File: config.mk
export PLATFORM = sky130hd
export DESIGN_NAME = uart_rx
export DESIGN_NICKNAME = d
export VERILOG_FILES = /design/src/rtl/uart_rx.sv
export SDC_FILE = /design/constraint.sdc
export NUM_CORES = 1
export LEC_CHECK = 0
export ABC_AREA = 1
export CORE_UTILIZATION = 50
export DETAILED_ROUTE_END_ITERATION = 8
export MAX_ROUTING_LAYER = met4
export PLACE_DENSITY = 0.82
export SLEW_MARGIN = 20
export SYNTH_ARGS = -nofsm -noshare
export SYNTH_HDL_FRONTEND = slang
export SYNTH_SLANG_ARGS = --single-unit
File: constraint.sdc
create_clock -name clk_div -period 3.05 [get_ports clk_div]
set_clock_uncertainty 0.05 [all_clocks]
set_input_delay 0.305 -clock clk_div [delete_from_list [all_inputs] [get_ports clk_div]]
set_output_delay 0.305 -clock clk_div [all_outputs]
set_load 0.005 [all_outputs]
File: src/rtl/uart_rx.sv
// 8N1 UART receiver: oversampled start/data/stop detection on clk_div, one-deep
// holding register read through ce/rd, with framing and overrun flags.
module uart_rx #(
    parameter int OVERSAMPLE = 16,
    parameter int CNT_W      = 4
) (
    input  logic       clk_div,
    input  logic       rst,
    input  logic       Rxd,
    input  logic       ce,
    input  logic       rd,
    output logic [7:0] data,
    output logic       dbf,
    output logic       fe,
    output logic       oe,
    output logic       busy
);

    typedef enum logic [2:0] {IDLE, START, DATA, STOP, BREAK} state_t;

    localparam logic [CNT_W-1:0] HALF_M1 = CNT_W'(OVERSAMPLE / 2 - 1);
    localparam logic [CNT_W-1:0] FULL_M1 = CNT_W'(OVERSAMPLE - 1);

    state_t           state;
    logic [CNT_W-1:0] cnt;
    logic [2:0]       bit_cnt;
    logic [7:0]       shift;
    logic             rxd_m, rxd_s;
    logic             rd_en;

    assign rd_en = ce & rd;
    assign busy  = (state != IDLE);

    // Two-flop synchroniser; resets to the idle line level so reset never looks like a start bit.
    always_ff @(posedge clk_div) begin
        if (!rst) begin
            rxd_m <= 1'b1;
            rxd_s <= 1'b1;
        end else begin
            rxd_m <= Rxd;
            rxd_s <= rxd_m;
        end
    end

    always_ff @(posedge clk_div) begin
        if (!rst) begin
            state   <= IDLE;
            cnt     <= '0;
            bit_cnt <= '0;
            shift   <= '0;
            data    <= 8'h00;
            dbf     <= 1'b0;
            fe      <= 1'b0;
            oe      <= 1'b0;
        end else begin
            if (rd_en) begin
                dbf <= 1'b0;
                fe  <= 1'b0;
                oe  <= 1'b0;
            end
            case (state)
                IDLE: begin
                    if (!rxd_s) begin
                        state <= START;
                        cnt   <= '0;
                    end
                end
                START: begin
                    if (cnt == HALF_M1) begin
                        cnt     <= '0;
                        bit_cnt <= '0;
                        state   <= rxd_s ? IDLE : DATA;
                    end else begin
                        cnt <= cnt + 1'b1;
                    end
                end
                DATA: begin
                    if (cnt == FULL_M1) begin
                        cnt     <= '0;
                        shift   <= {rxd_s, shift[7:1]};
                        bit_cnt <= bit_cnt + 1'b1;
                        if (bit_cnt == 3'd7) state <= STOP;
                    end else begin
                        cnt <= cnt + 1'b1;
                    end
                end
                STOP: begin
                    if (cnt == FULL_M1) begin
                        cnt <= '0;
                        if (rxd_s) begin
                            state <= IDLE;
                            // A read in the same edge frees the buffer, so the new byte wins.
                            if (!dbf || rd_en) begin
                                data <= shift;
                                dbf  <= 1'b1;
                            end else begin
                                oe <= 1'b1;
                            end
                        end else begin
                            fe    <= 1'b1;
                            state <= BREAK;
                        end
                    end else begin
                        cnt <= cnt + 1'b1;
                    end
                end
                BREAK: begin
                    if (rxd_s) state <= IDLE;
                end
                default: state <= IDLE;
            endcase
        end
    end

endmodule

After elaboration in Yosys (flattened, before gate mapping)
Index checks and enable logic that the tools add are counted.
Operators by class
  add/subtract/negate cells: 2
  multipliers: 0
  div/mod/pow operators: 0
  $lt $le $gt $ge: 0
  equality and inequality tests: 13
  shift operators: 0
  mux-type cells: 30
  bitwise operators: 1
  reductions and logical operators: 12
Operators by type and width (number)
  two-way mux 3 bit: 9
  case mux 3 bit (5 select lines): 1
  two-way mux 1 bit: 14
  two-way mux 4 bit: 3
  inequality test 2 bit, second input constant: 6
  case mux 4 bit (3 select lines): 1
  == test 3 x 2 -> 1 bit, second input constant: 2
  == test 3 bit, second input constant: 2
  case mux 3 bit (2 select lines): 1
  AND reduction 6 bit: 1
  nonzero test 3 bit: 2
  adder 4 x 1 -> 4 bit, second input constant: 1
  == test 4 x 3 -> 1 bit, second input constant: 1
  == test 4 bit, second input constant: 1
  AND reduction 2 bit: 2
  AND reduction 4 bit: 1
  adder 3 x 1 -> 3 bit, second input constant: 1
  == test 3 x 1 -> 1 bit, second input constant: 1
  zero test 3 bit: 1
  AND reduction 3 bit: 1
  two-way mux 2 bit: 1
  nonzero test 2 bit: 1
  OR reduction 2 bit: 1
  AND 1 bit: 1
  other kinds (2): 2
Word-level totals
  bits in registers: 31
  latch bits: 0
  RAM bits: 0
  ROM bits: 0
  output and inout port bits: 12
  memories kept: 0

Logic depth before layout (Yosys ltp)
Gate-level depths: netlist of run 1.
  depth in word-level cells: 6
  gate-level depth with buffers: 8
  gate-level depth less buffers: 8

Least setup slack after synthesis of run 1
No wires, ideal clock.
  path type: register -> register
  start point: register cnt[0]
  end point: register cnt[0]
  setup time: 0.115 ns
  arrival: 1.183 ns
  data required time: 2.885 ns
  setup slack: 1.703 ns
  stages on the path, launching flop included: 8
  buffers on the path: 0
  path through: dfxtp_1 -> ha_1 -> nand3_4 -> nand2_2 -> inv_1 -> nor2_2 -> inv_1 -> o21a_1
On the way
  cells in the longest elaborated chain, start to end: 3
  elaborated cells between the ends (all ways): 6
  those cells by class: 1 x add/sub; 2 x eq/ne; 3 x mux
Ends and longest elaborated chain
  start: declaration: RTL line 25  | logic [CNT_W-1:0] cnt;
  start signal: assignment: RTL line 74  | cnt <= cnt + 1'b1;
  start signal: assignment: RTL line 84  | cnt <= cnt + 1'b1;
  start signal: assignment: RTL line 104  | cnt <= cnt + 1'b1;
  adder 4 x 1 -> 4 bit, or another cell as far along: RTL line 74, 84, 104
  two-way mux 4 bit (on tied branches): RTL line 78, 88, 69
  case mux 4 bit (3 select lines) (*): RTL line 61  | case (state)
Mark *: on every way between the ends. The rest lies on a longest branch, timed or not.
A chain may end at the register's enable or synchronous reset.

Worst setup path in the final report of run 1
  start point: register state[0]
  end point: output port busy
On the way
  cells in the longest elaborated chain, start to end: 1
Ends and longest elaborated chain
  start: declaration: RTL line 24  | state_t state;
  start signal: assignment: RTL line 72  | state <= rxd_s ? IDLE : DATA;
  nonzero test 3 bit: RTL line 32  | assign busy = (state != IDLE);
  end: declaration: RTL line 16  | output logic busy
No other way between the ends.

==> metrics.md, run 1 <==
| Metric | Value |
|---|---|
| Number of buffers added by the clock tree synthesis step | `5` |
| Via-to-Cell Ratio | `5.03` |
| Maximum vdd drop | `a little under 500 uV` |
| Chip Width | `53.2 um` |
| Total count of max-transition violations in the final report | `0` |
| Non-Filler Instances | `219` |
| FMAX | `0.545 GHz` |
| Setup violation total in the final timing report | `0` |
| Slowest Stage Delay on Critical Path | `0.45 ns` |
| Met2 layer wire length in the routed design | `~1200 um` |
| Fill cells | `233` |
| Final worst path period need | `1.83 ns` |
| Antenna Cells | `0` |
| Sink Count | `31` |
| Worst hold-check path type | `register to register` |
| Worst Max-Slew Pin Slew | `approximately 0.57 ns` |
| Via count | `1101` |
| Mapped Nets | `177` |
| Slowest-stage cell, CP | `clkdlybuf4s50_1` |
| Library cell used as clock root buffer | `clkbuf_4` |
| Final WL | `2510 um` |
| Clock-pin slew reported for the worst setup and hold paths after clock tree synthesis | `0.10 ns` |
| R2R Path End | `shift[4]$_SDFFE_PN0P_` |
| CTS tree | `yes` |
| List of cells traversed by the critical path | `nor2_1 -> nand2_1 -> clkdlybuf4s50_1` |
| Worst Hold Endpoint | `rxd_s$_SDFF_PN1_` |
| Maximum fanout count along the critical path | `5` |
| # Max-Cap Violations | `0` |
| Combined area of all synthesized cells | `between 0.001 and 0.0015 mm^2` |
| Number of cell rows | `18` |
| Post-CTS setup buffer count | `0` |
| Number of DRC violations after detailed routing | `0` |
| Area growth, synth to finish | `17.4%` |
| Cell Pwr Density | `602 mW/mm^2` |
| Unrepaired setup endpoints after global routing | `no` |
| Worst-case reg-to-reg path depth | `6` |
| Setup Total Neg Slack | `0 ns` |
| Max-slew headroom | `0.616` |
| Share of post-route cells with drive strength above 1 | `0.106` |
| Drt initial violations | `21` |
| Overflow left after global routing | `0` |
| Floorplan die area | `0.00283 mm^2` |
| First-pass GRT wire length | `4000 um` |
| Arrival time at the worst endpoint | `approximately 1.5 ns` |
| Clock insertion delay at the later pin of the skew report | `0.33 ns` |
| Per-cell routed wire length | `11.4 um` |
| Maximum number of pins on one net before global-route repair | `21` |
| Dpl cell area | `approximately 0.0015 mm^2` |
| Hold Path Origin | `rxd_m$_SDFF_PN1_` |
| Synthesis warning total | `0` |
| Setup crit start kind | `register` |
| Remaining antenna violation count after routing | `0` |
| Nets | `196` |
| Lkg Pwr | `0.630 nW` |
| Status | `finished clean` |
| Cell count of the worst hold path | `1` |
| Via count of the first global-routing pass | `924` |
| Placed insts | `~210` |
| DR pass1 iterations | `4` |
| Post-synthesis sequential element count | `31` |
| Req. time, crit path | `~2.7 ns` |
| Highest routed metal layer | `met4` |
| Number of buffers inserted by hold repair at cts | `0` |
| FF-to-FF setup slack | `1.41 ns` |
| Final worst-path cycle share | `0.601` |
| Unique cell type count in the Yosys netlist | `26` |
| Total routing resource utilization after global routing | `0.211` |
| Instance count of the mapped netlist | `roughly 170` |
| Worst r2r src | `cnt[0]$_SDFFE_PN0P_` |
| Final Hold Vio Count | `0` |
| Clock tree buffer depth | `2` |
| Met3 wire length | `87 um` |
| Top-Level Pins | `17` |
| Maximum level of the CTS H-tree | `2` |
| Finished layout cell area | `approximately 0.0015 mm^2` |
| Antenna violations before repair | `0` |
| Die Y-Extent | `53.2 um` |
| Endpoint class of the critical path | `output port` |
| Critical path type | `register to output port` |
| Synthesized area divided by synthesized cell count | `7.74 um^2` |
| CTS resizes | `0` |
| Area of the core | `0.00248 mm^2` |
| HPWL Detailed | `approximately 1800 um` |
| Count of buffers from port buffering | `16` |
| Most frequent cells in the layout | `nor2_1, dfxtp_1, nand2_1, o21ai_0, clkdlybuf4s50_1` |
| Met1 wire length | `around 1200 um` |
| Sequential area share after synthesis | `0.474` |
| Most common library cell in the layout ignoring fill and taps | `nor2_1` |
| Effective utilization at floorplan | `0.528` |
| Placer's final routability congestion estimate | `0.855` |
## worst max-delay path by stage
| stage | start | endpoint | slack, ns |
|---|---|---|---|
| after floorplan | cnt[0]$_SDFFE_PN0P_ | cnt[0]$_SDFFE_PN0P_ | 1.70 |
| final | state[0]$_SDFFE_PN0P_ | busy | 1.22 |
| after detailed placement | rst | rxd_s$_SDFF_PN1_ | 1.02 |
| after global placement | rst | rxd_m$_SDFF_PN1_ | 1.11 |
| after CTS | state[0]$_SDFFE_PN0P_ | busy | 1.19 |
| after global routing | state[0]$_SDFFE_PN0P_ | busy | 1.10 |
## cells in the mapped netlist, drive strengths merged
master	instances	share of area
o21a	1	0.0057
or2	2	0.0096
clkinv	1	0.0067
clkbuf	2	0.0067
and2	1	0.0048
inv	13	0.037
dfxtp	31	0.47
nand3b	1	0.0057
ha	3	0.029
a21oi	16	0.064
buf	2	0.011
a211oi	1	0.0057
nand3	8	0.050
o21ai	18	0.069
nand2	19	0.058
xnor2	1	0.0067
nor2	49	0.16
## critical path, delay by kind of cell (launching register included)
kind / cells / cell delay, ns
AND/OR/NAND/NOR: 2 / 0.36
flip-flops: 1 / 0.34
buffers and inverters: 1 / 0.45
## metrics by stage
| stage | worst slack, ns | power, mW | hold WS, ns | util |
|---|---|---|---|---|
| after floorplan | 1.70 | 0.631 | 0.343 | - |
| after global placement | 1.11 | 0.691 | 0.349 | 0.598 |
| after CTS | 1.19 | 0.932 | 0.381 | 0.620 |
| after global routing | 1.10 | 0.986 | 0.394 | 0.620 |
| final | 1.22 | 0.925 | 0.374 | 0.620 |
| after detailed placement | 1.02 | 0.701 | 0.351 | 0.598 |
## kinds of logic after synthesis
group / synth area share
DFF: 0.474
xor gates and xnor gates: 0.00669
and+or+nand+nor: 0.284
adders and majority gates: 0.0287
buffers and inverters: 0.0621
AOI/OAI and AO/OA: 0.144
## flip-flops by register name, indices dropped and copies added (netlist names)
register  flops
bit_cnt       3
cnt           4
data          8
dbf           1
fe            1
oe            1
rxd_m         1
rxd_s         1
shift         8
state         3
## final cells by class
cell class / instances / area [um^2] / share of cell area
Clock buffer: 6 / 41.3 / 0.0269
Clock inverter: 2 / 12.5 / 0.00814
Inverter: 14 / 57.6 / 0.0375
Multi-Input combinational cell: 120 / 607 / 0.395
Sequential cell: 31 / 621 / 0.404
Tap cell: 30 / 37.5 / 0.0244
Timing Repair Buffer: 16 / 160 / 0.104
## routing by layer
| layer | track usage | vias up |
|---|---|---|
| met5 | - | - |
| met4 | 0.118 | 0 |
| met3 | 0.0603 | 5 |
| met2 | 0.314 | 23 |
| met1 | 0.255 | 494 |
| li1 | - | 579 |
## where the power goes
group | internal [mW] | switching (mW) | leakage, nW
clock network | 0.0888 | 0.141 | 0.0282
logic | 0.0922 | 0.154 | 0.351
registers | 0.428 | 0.0216 | 0.251
No activity file was read; power rests on OpenSTA's default activity.
==> inputs of run 2 (changes only) <==
--- a/config.mk
+++ b/config.mk
@@ -6,10 +6,10 @@
 export NUM_CORES = 1
 export LEC_CHECK = 0
 export ABC_AREA = 1
-export CORE_UTILIZATION = 50
+export CORE_UTILIZATION = 48
 export DETAILED_ROUTE_END_ITERATION = 8
 export MAX_ROUTING_LAYER = met4
-export PLACE_DENSITY = 0.82
+export PLACE_DENSITY = 0.83
 export SLEW_MARGIN = 20
 export SYNTH_ARGS = -nofsm -noshare
 export SYNTH_HDL_FRONTEND = slang
==> constraint.sdc (replaced) <==
create_clock -name clk_div -period 1.55 [get_ports clk_div]
set_clock_uncertainty 0.05 [all_clocks]
set_input_delay 0.155 -clock clk_div [delete_from_list [all_inputs] [get_ports clk_div]]
set_output_delay 0.155 -clock clk_div [all_outputs]
set_load 0.005 [all_outputs]
==> run 2 against run 1 <==
Net effect: global-route usage increased by 0.44 points; combinational power increased by 110%; sequential share of layout area down 2.5 points; cell count is 3.2% higher; non-clock buffer count grew 7; critical endpoint is now cnt[0]$_SDFFE_PN0P_; largest power group unchanged; sequential cell count unchanged; setup slack got worse by 1.1 ns.
==> metrics.md, run 2 (synthesis gave the netlist of run 1 again) <==
| Metric | Value |
|---|---|
| Area growth, synth to finish | `26.6%` |
| Clock tree buffer depth | `2` |
| FMAX | `about 0.70 GHz` |
| Remaining antenna violation count after routing | `0` |
| Non-Filler Instances | `226` |
| Final Hold Vio Count | `0` |
| Maximum level of the CTS H-tree | `2` |
| Number of cell rows | `18` |
| Maximum fanout count along the critical path | `4` |
| Per-cell routed wire length | `roughly 11 um` |
| Worst hold-check path type | `primary input to register` |
| Flop pwr share | `0.409` |
| Most frequent cells in the layout | `nor2_1, dfxtp_1, nand2_1, o21ai_0` |
| Worst Hold Endpoint | `rxd_m$_SDFF_PN1_` |
| Die Y-Extent | `54.2 um` |
| Total routing resource utilization after global routing | `0.216` |
| Count of buffers from port buffering | `16` |
| Int Power | `~1.6 mW` |
| Chip Width | `54.2 um` |
| Sink Count | `31` |
| Library cell used as clock root buffer | `clkbuf_4` |
| Drt initial violations | `25` |
| Setup violation total in the final timing report | `0` |
| Worst Max-Slew Pin Slew | `roughly 0.4 ns` |
| Arrival time at the worst endpoint | `1.60 ns` |
| Biggest regs | `data: 8 flops, shift: 8 flops, cnt: 4 flops` |
| Via-to-Cell Ratio | `5.13` |
| Unrepaired setup endpoints after global routing | `no` |
| Worst hold slack after final layout | `0.344 ns` |
| Clock power frac | `0.353` |
| Worst r2r src | `cnt[0]$_SDFFE_PN0P_` |
| Total count of max-transition violations in the final report | `0` |
| Maximum vdd drop | `1380 uV` |
| Antenna violations before repair | `0` |
| Clock-pin slew reported for the worst setup and hold paths after clock tree synthesis | `roughly 0.090 ns` |
| Final worst path period need | `between 1 and 1.5 ns` |
| Critical path type | `register to register` |
| Via count | `1160` |
| DR pass1 iterations | `4` |
| Final WL | `2550 um` |
| Number of buffers added by the clock tree synthesis step | `5` |
| Nets | `203` |
| Area of the core | `0.00252 mm^2` |
| Finished layout cell area | `0.00166 mm^2` |
| Share of post-route cells with drive strength above 1 | `0.168` |
| Placer's final routability congestion estimate | `0.927` |
| Final worst-path cycle share | `0.926` |
| Floorplan die area | `approximately 0.0029 mm^2` |
| Worst slack after detailed placement | `0.0377 ns` |
| CTS tree | `yes` |
| Lkg Pwr | `0.706 nW` |
| Clock insertion delay at the later pin of the skew report | `0.33 ns` |
| Req. time, crit path | `between 1.5 and 2 ns` |
| HPWL Detailed | `about 1800 um` |
| Placed insts | `214` |
| Net switching power figure | `roughly 640 uW` |
| Dpl cell area | `0.00151 mm^2` |
| Switching share of total power | `0.289` |
| Antenna Cells | `0` |
| Maximum number of pins on one net before global-route repair | `20` |
| Relative contribution of combinational cells to total power | `0.238` |
| Setup Total Neg Slack | `0 ns` |
| Via count of the first global-routing pass | `1022` |
| Final critical-path setup slack | `between 0.1 and 0.15 ns` |
| Endpoint class of the critical path | `register` |
| Status | `finished clean` |
| First-pass GRT wire length | `4240 um` |
| Top-Level Pins | `17` |
| Setup crit start kind | `register` |
| FF-to-FF setup slack | `0.12 ns` |
| Overflow left after global routing | `0` |
| Worst-case reg-to-reg path depth | `7` |
| Effective utilization at floorplan | `0.519` |
| Number of DRC violations after detailed routing | `0` |
| Hold Path Origin | `Rxd` |
| Cell count of the worst hold path | `2` |
| # Max-Cap Violations | `0` |
| Most common library cell in the layout ignoring fill and taps | `nor2_1` |
| Cell Pwr Density | `1330 mW/mm^2` |
| Max-slew headroom | `0.741` |
| R2R Path End | `cnt[0]$_SDFFE_PN0P_` |
| Fill cells | `211` |
[run 2: cell types whose count changed in the layout (fill, tap and decap cells not counted)]
cell	delta
buf_4	+7
bufinv_16	+2
clkdlybuf4s50_1	-1
clkinv_2	-1
clkinvlp_4	-1
dfxtp_1	-4
dfxtp_2	+3
dfxtp_4	+1
dlymetal6s2s_1	+1
ha_1	-1
ha_2	+1
nor2_1	-1
nor2_4	+1
[run 2: worst max-delay path, cell delays in order, from the launching register on]
cell and delay (ns):
dfxtp_2 0.37, ha_2 0.24, nand2_1 0.06, nor2_1 0.12, nor2_1 0.09, nor2_2 0.15
inv_1 0.08, o21a_1 0.17
[run 2: area by class of cell]
cell class,count,area (um^2),area share
Sequential cell,31,628,0.379
Multi-Input combinational cell,120,617,0.372
Timing Repair Buffer,23,215,0.130
Clock inverter,2,60.1,0.0363
Inverter,14,57.6,0.0347
Clock buffer,6,41.3,0.0249
Tap cell,30,37.5,0.0227
[run 2: worst max path at each step]
stage                                      from               endpoint  slack [ns]  cells after the start
after floorplan             cnt[0]$_SDFFE_PN0P_    cnt[0]$_SDFFE_PN0P_        0.20                      7
after global placement      cnt[0]$_SDFFE_PN0P_  shift[3]$_SDFFE_PN0P_        0.11                      6
after detailed placement    cnt[0]$_SDFFE_PN0P_  shift[0]$_SDFFE_PN0P_        0.04                      6
after CTS                 state[2]$_SDFFE_PN0P_                   busy        0.01                      3
after global routing        cnt[0]$_SDFFE_PN0P_    cnt[0]$_SDFFE_PN0P_       0.007                      7
final                       cnt[0]$_SDFFE_PN0P_    cnt[0]$_SDFFE_PN0P_        0.12                      7
[run 2: per-layer routing]
metal | part of all wire | GRT usage | vias up
met5 | 0 | - | -
met1 | 0.45 | 0.238 | 525
met2 | 0.48 | 0.325 | 33
met3 | 0.055 | 0.0889 | 4
met4 | 0.017 | 0.124 | 0
li1 | - | - | 598
[run 2: power by group through the flow]
| stage | logic, mW | clock network [mW] | registers (mW) |
|---|---|---|---|
| after detailed placement | 0.477 | 0 | 0.901 |
| after global routing | 0.598 | 0.835 | 0.912 |
| after floorplan | 0.350 | 0 | 0.892 |
| final | 0.525 | 0.779 | 0.905 |
| after CTS | 0.523 | 0.796 | 0.903 |
| after global placement | 0.466 | 0 | 0.898 |
[run 2: through the flow]
step	util	power, mW
3_5_place_dp	0.597	1.38
3_3_place_gp	0.597	1.36
5_1_grt	0.657	2.35
4_1_cts	0.644	2.22
2_1_floorplan	-	1.24
6_report	0.657	2.21
[run 2: timing repair]
| item | 4_1_cts | 5_1_grt |
|---|---|---|
| endpoints found under the setup margin | 1 | 21 |
| pin swaps | 1 | 1 |
| hold buffers | 0 | 0 |
| gates resized for setup | 5 | 4 |
| buffers inserted | 1 | 3 |
| gates cloned | 0 | 0 |
==> inputs of run 3 (changes only) <==
--- a/config.mk
+++ b/config.mk
@@ -7,6 +7,7 @@
 export LEC_CHECK = 0
 export ABC_AREA = 1
 export CORE_UTILIZATION = 48
+export CTS_BUF_LIST = sky130_fd_sc_hd__clkbuf_16
 export DETAILED_ROUTE_END_ITERATION = 8
 export MAX_ROUTING_LAYER = met4
 export PLACE_DENSITY = 0.83
==> run 3 against run 2 <==
Net effect: maximum frequency shrank 3.2%; core utilization up 3.1 points; first-iteration DRC count decreased by 24%; non-clock buffer count shrank 2; final area is 4.7% higher; die area stayed put; critical path depth shrank 4; clock power rose by 59%; combinational power decreased by 1%.
==> metrics.md, run 3 (synthesis gave the netlist of run 1 again) <==
| Metric | Value |
|---|---|
| Per-cell routed wire length | `11.7 um` |
| Area of the core | `0.00252 mm^2` |
| Arrival time at the worst endpoint | `approximately 1.3 ns` |
| Antenna violations before repair | `0` |
| Number of DRC violations after detailed routing | `0` |
| Worst hold-check path type | `register to register` |
| Final Hold Vio Count | `0` |
| Count of buffers from port buffering | `16` |
| Max-slew headroom | `0.752` |
| List of cells traversed by the critical path | `nor2_4 -> nand2_1 -> clkdlybuf4s50_1` |
| Nets | `between 200 and 250` |
| Final worst path period need | `1.48 ns` |
| Clock power frac | `0.463` |
| Switching share of total power | `0.263` |
| Setup crit start kind | `register` |
| Remaining antenna violation count after routing | `0` |
| Net switching power figure | `704 uW` |
| Status | `finished clean` |
| Placer's final routability congestion estimate | `0.927` |
| Antenna Cells | `0` |
| First-pass GRT wire length | `4270 um` |
| Via count | `1164` |
| Slowest Stage Delay on Critical Path | `0.44 ns` |
| Share of post-route cells with drive strength above 1 | `0.165` |
| GR peak layer | `met2` |
| Number of buffers added by the clock tree synthesis step | `5` |
| Clock tree buffer depth | `2` |
| Sink Count | `31` |
| Total routing resource utilization after global routing | `0.214` |
| Endpoint class of the critical path | `output port` |
| Maximum vdd drop | `1900 uV` |
| Maximum number of pins on one net before global-route repair | `20` |
| Number of buffers and inverters on the critical path | `1` |
| Relative contribution of combinational cells to total power | `0.194` |
| Req. time, crit path | `1.34 ns` |
| Drt initial violations | `19` |
| # Max-Cap Violations | `0` |
| Final worst-path cycle share | `0.956` |
| Library cell used as clock root buffer | `clkbuf_16` |
| Flop pwr share | `0.343` |
| Lkg Pwr | `roughly 0.73 nW` |
| Total count of max-transition violations in the final report | `0` |
| Critical path type | `register to output port` |
| FMAX | `around 0.67 GHz` |
| Via count of the first global-routing pass | `1039` |
| Most common library cell in the layout ignoring fill and taps | `nor2_1` |
| DR pass1 iterations | `4` |
| Top-Level Pins | `17` |
| Unrepaired setup endpoints after global routing | `no` |
| HPWL Detailed | `1840 um` |
| Via-to-Cell Ratio | `5.20` |
| Setup violation total in the final timing report | `0` |
| Slowest-stage cell, CP | `clkdlybuf4s50_1` |
| Maximum fanout count along the critical path | `5` |
| GR met3 Demand/Resource | `0.0889` |
| Number of cell rows | `18` |
| Setup Total Neg Slack | `0 ns` |
| Fill cells | `198` |
| Die Y-Extent | `54.2 um` |
| Clock insertion delay at the later pin of the skew report | `0.27 ns` |
| Clock-pin slew reported for the worst setup and hold paths after clock tree synthesis | `roughly 0.05 ns` |
| Overflow left after global routing | `0` |
| Worst Max-Slew Pin Slew | `0.372 ns` |
| Most frequent cells in the layout | `nor2_1, dfxtp_1, nand2_1, o21ai_0, clkdlybuf4s50_1` |
| Final WL | `2610 um` |
| Maximum level of the CTS H-tree | `2` |
| Biggest regs | `data: 8 flops, shift: 8 flops, cnt: 4 flops` |
| Effective utilization at floorplan | `0.519` |
| Chip Width | `54.2 um` |
| Largest delay share family, worst path | `buffers and inverters` |
| Int Power | `1.97 mW` |
| Area growth, synth to finish | `32.5%` |
| Met2 Usage GRT | `0.323` |
| CTS tree | `yes` |
| GR Layer Usage met1 | `0.237` |
| Number of buffers inserted by hold repair at cts | `0` |
| Worst hold slack after final layout | `0.370 ns` |
| Cell Pwr Density | `1540 mW/mm^2` |
| Floorplan die area | `0.00294 mm^2` |
## run 3: repair_timing
item	CTS	global route
buffers inserted	0	2
pin swaps	0	1
endpoints found under the setup margin	2	17
gates resized for setup	3	7
## run 3: path summary, 6_finish.rpt
path,cells past startpoint,slack [ns],start,endpoint
max,3,0.07,state[0]$_SDFFE_PN0P_,busy
min,1,0.37,rxd_m$_SDFF_PN1_,rxd_s$_SDFF_PN1_
max reg2reg,7,0.14,cnt[0]$_SDFFE_PN0P_,cnt[0]$_SDFFE_PN0P_
min reg2reg,1,0.37,rxd_m$_SDFF_PN1_,rxd_s$_SDFF_PN1_
## run 3: layout make-up
type / count / area, um^2 / share of cell area
multi-input cells: 120 / 627 / 0.361
flip-flops and latches: 31 / 626 / 0.361
repair buffers: 21 / 198 / 0.114
clock buffers: 5 / 125 / 0.0722
clock inverters: 3 / 63.8 / 0.0368
inverters: 14 / 57.6 / 0.0332
well taps: 30 / 37.5 / 0.0216
## run 3: per-layer routing
layer	up-vias	part of all wire	wire [um]
met5	-	0	0
met4	0	0.023	61
met3	10	0.056	145
met2	30	0.48	1250
met1	528	0.44	1150
li1	596	-	-
## run 3: stage by stage
step,power (mW),utilization,cell area [um^2],cells,setup slack [ns]
detailed placement,1.38,0.597,1510,214,0.0377
finish,2.68,0.688,1730,224,0.0678
global route,2.80,0.688,1730,224,0.000337
floorplan,1.24,-,1310,169,0.203
CTS,2.66,0.676,1700,222,0.0214
global placement,1.36,0.597,1510,214,0.106
## run 3: power groups by stage
stage | Combinational [mW] | Clock, mW | Sequential (mW)
2_1_floorplan | 0.350 | 0 | 0.892
3_3_place_gp | 0.466 | 0 | 0.898
5_1_grt | 0.586 | 1.29 | 0.922
6_report | 0.520 | 1.24 | 0.917
4_1_cts | 0.502 | 1.26 | 0.900
3_5_place_dp | 0.477 | 0 | 0.901
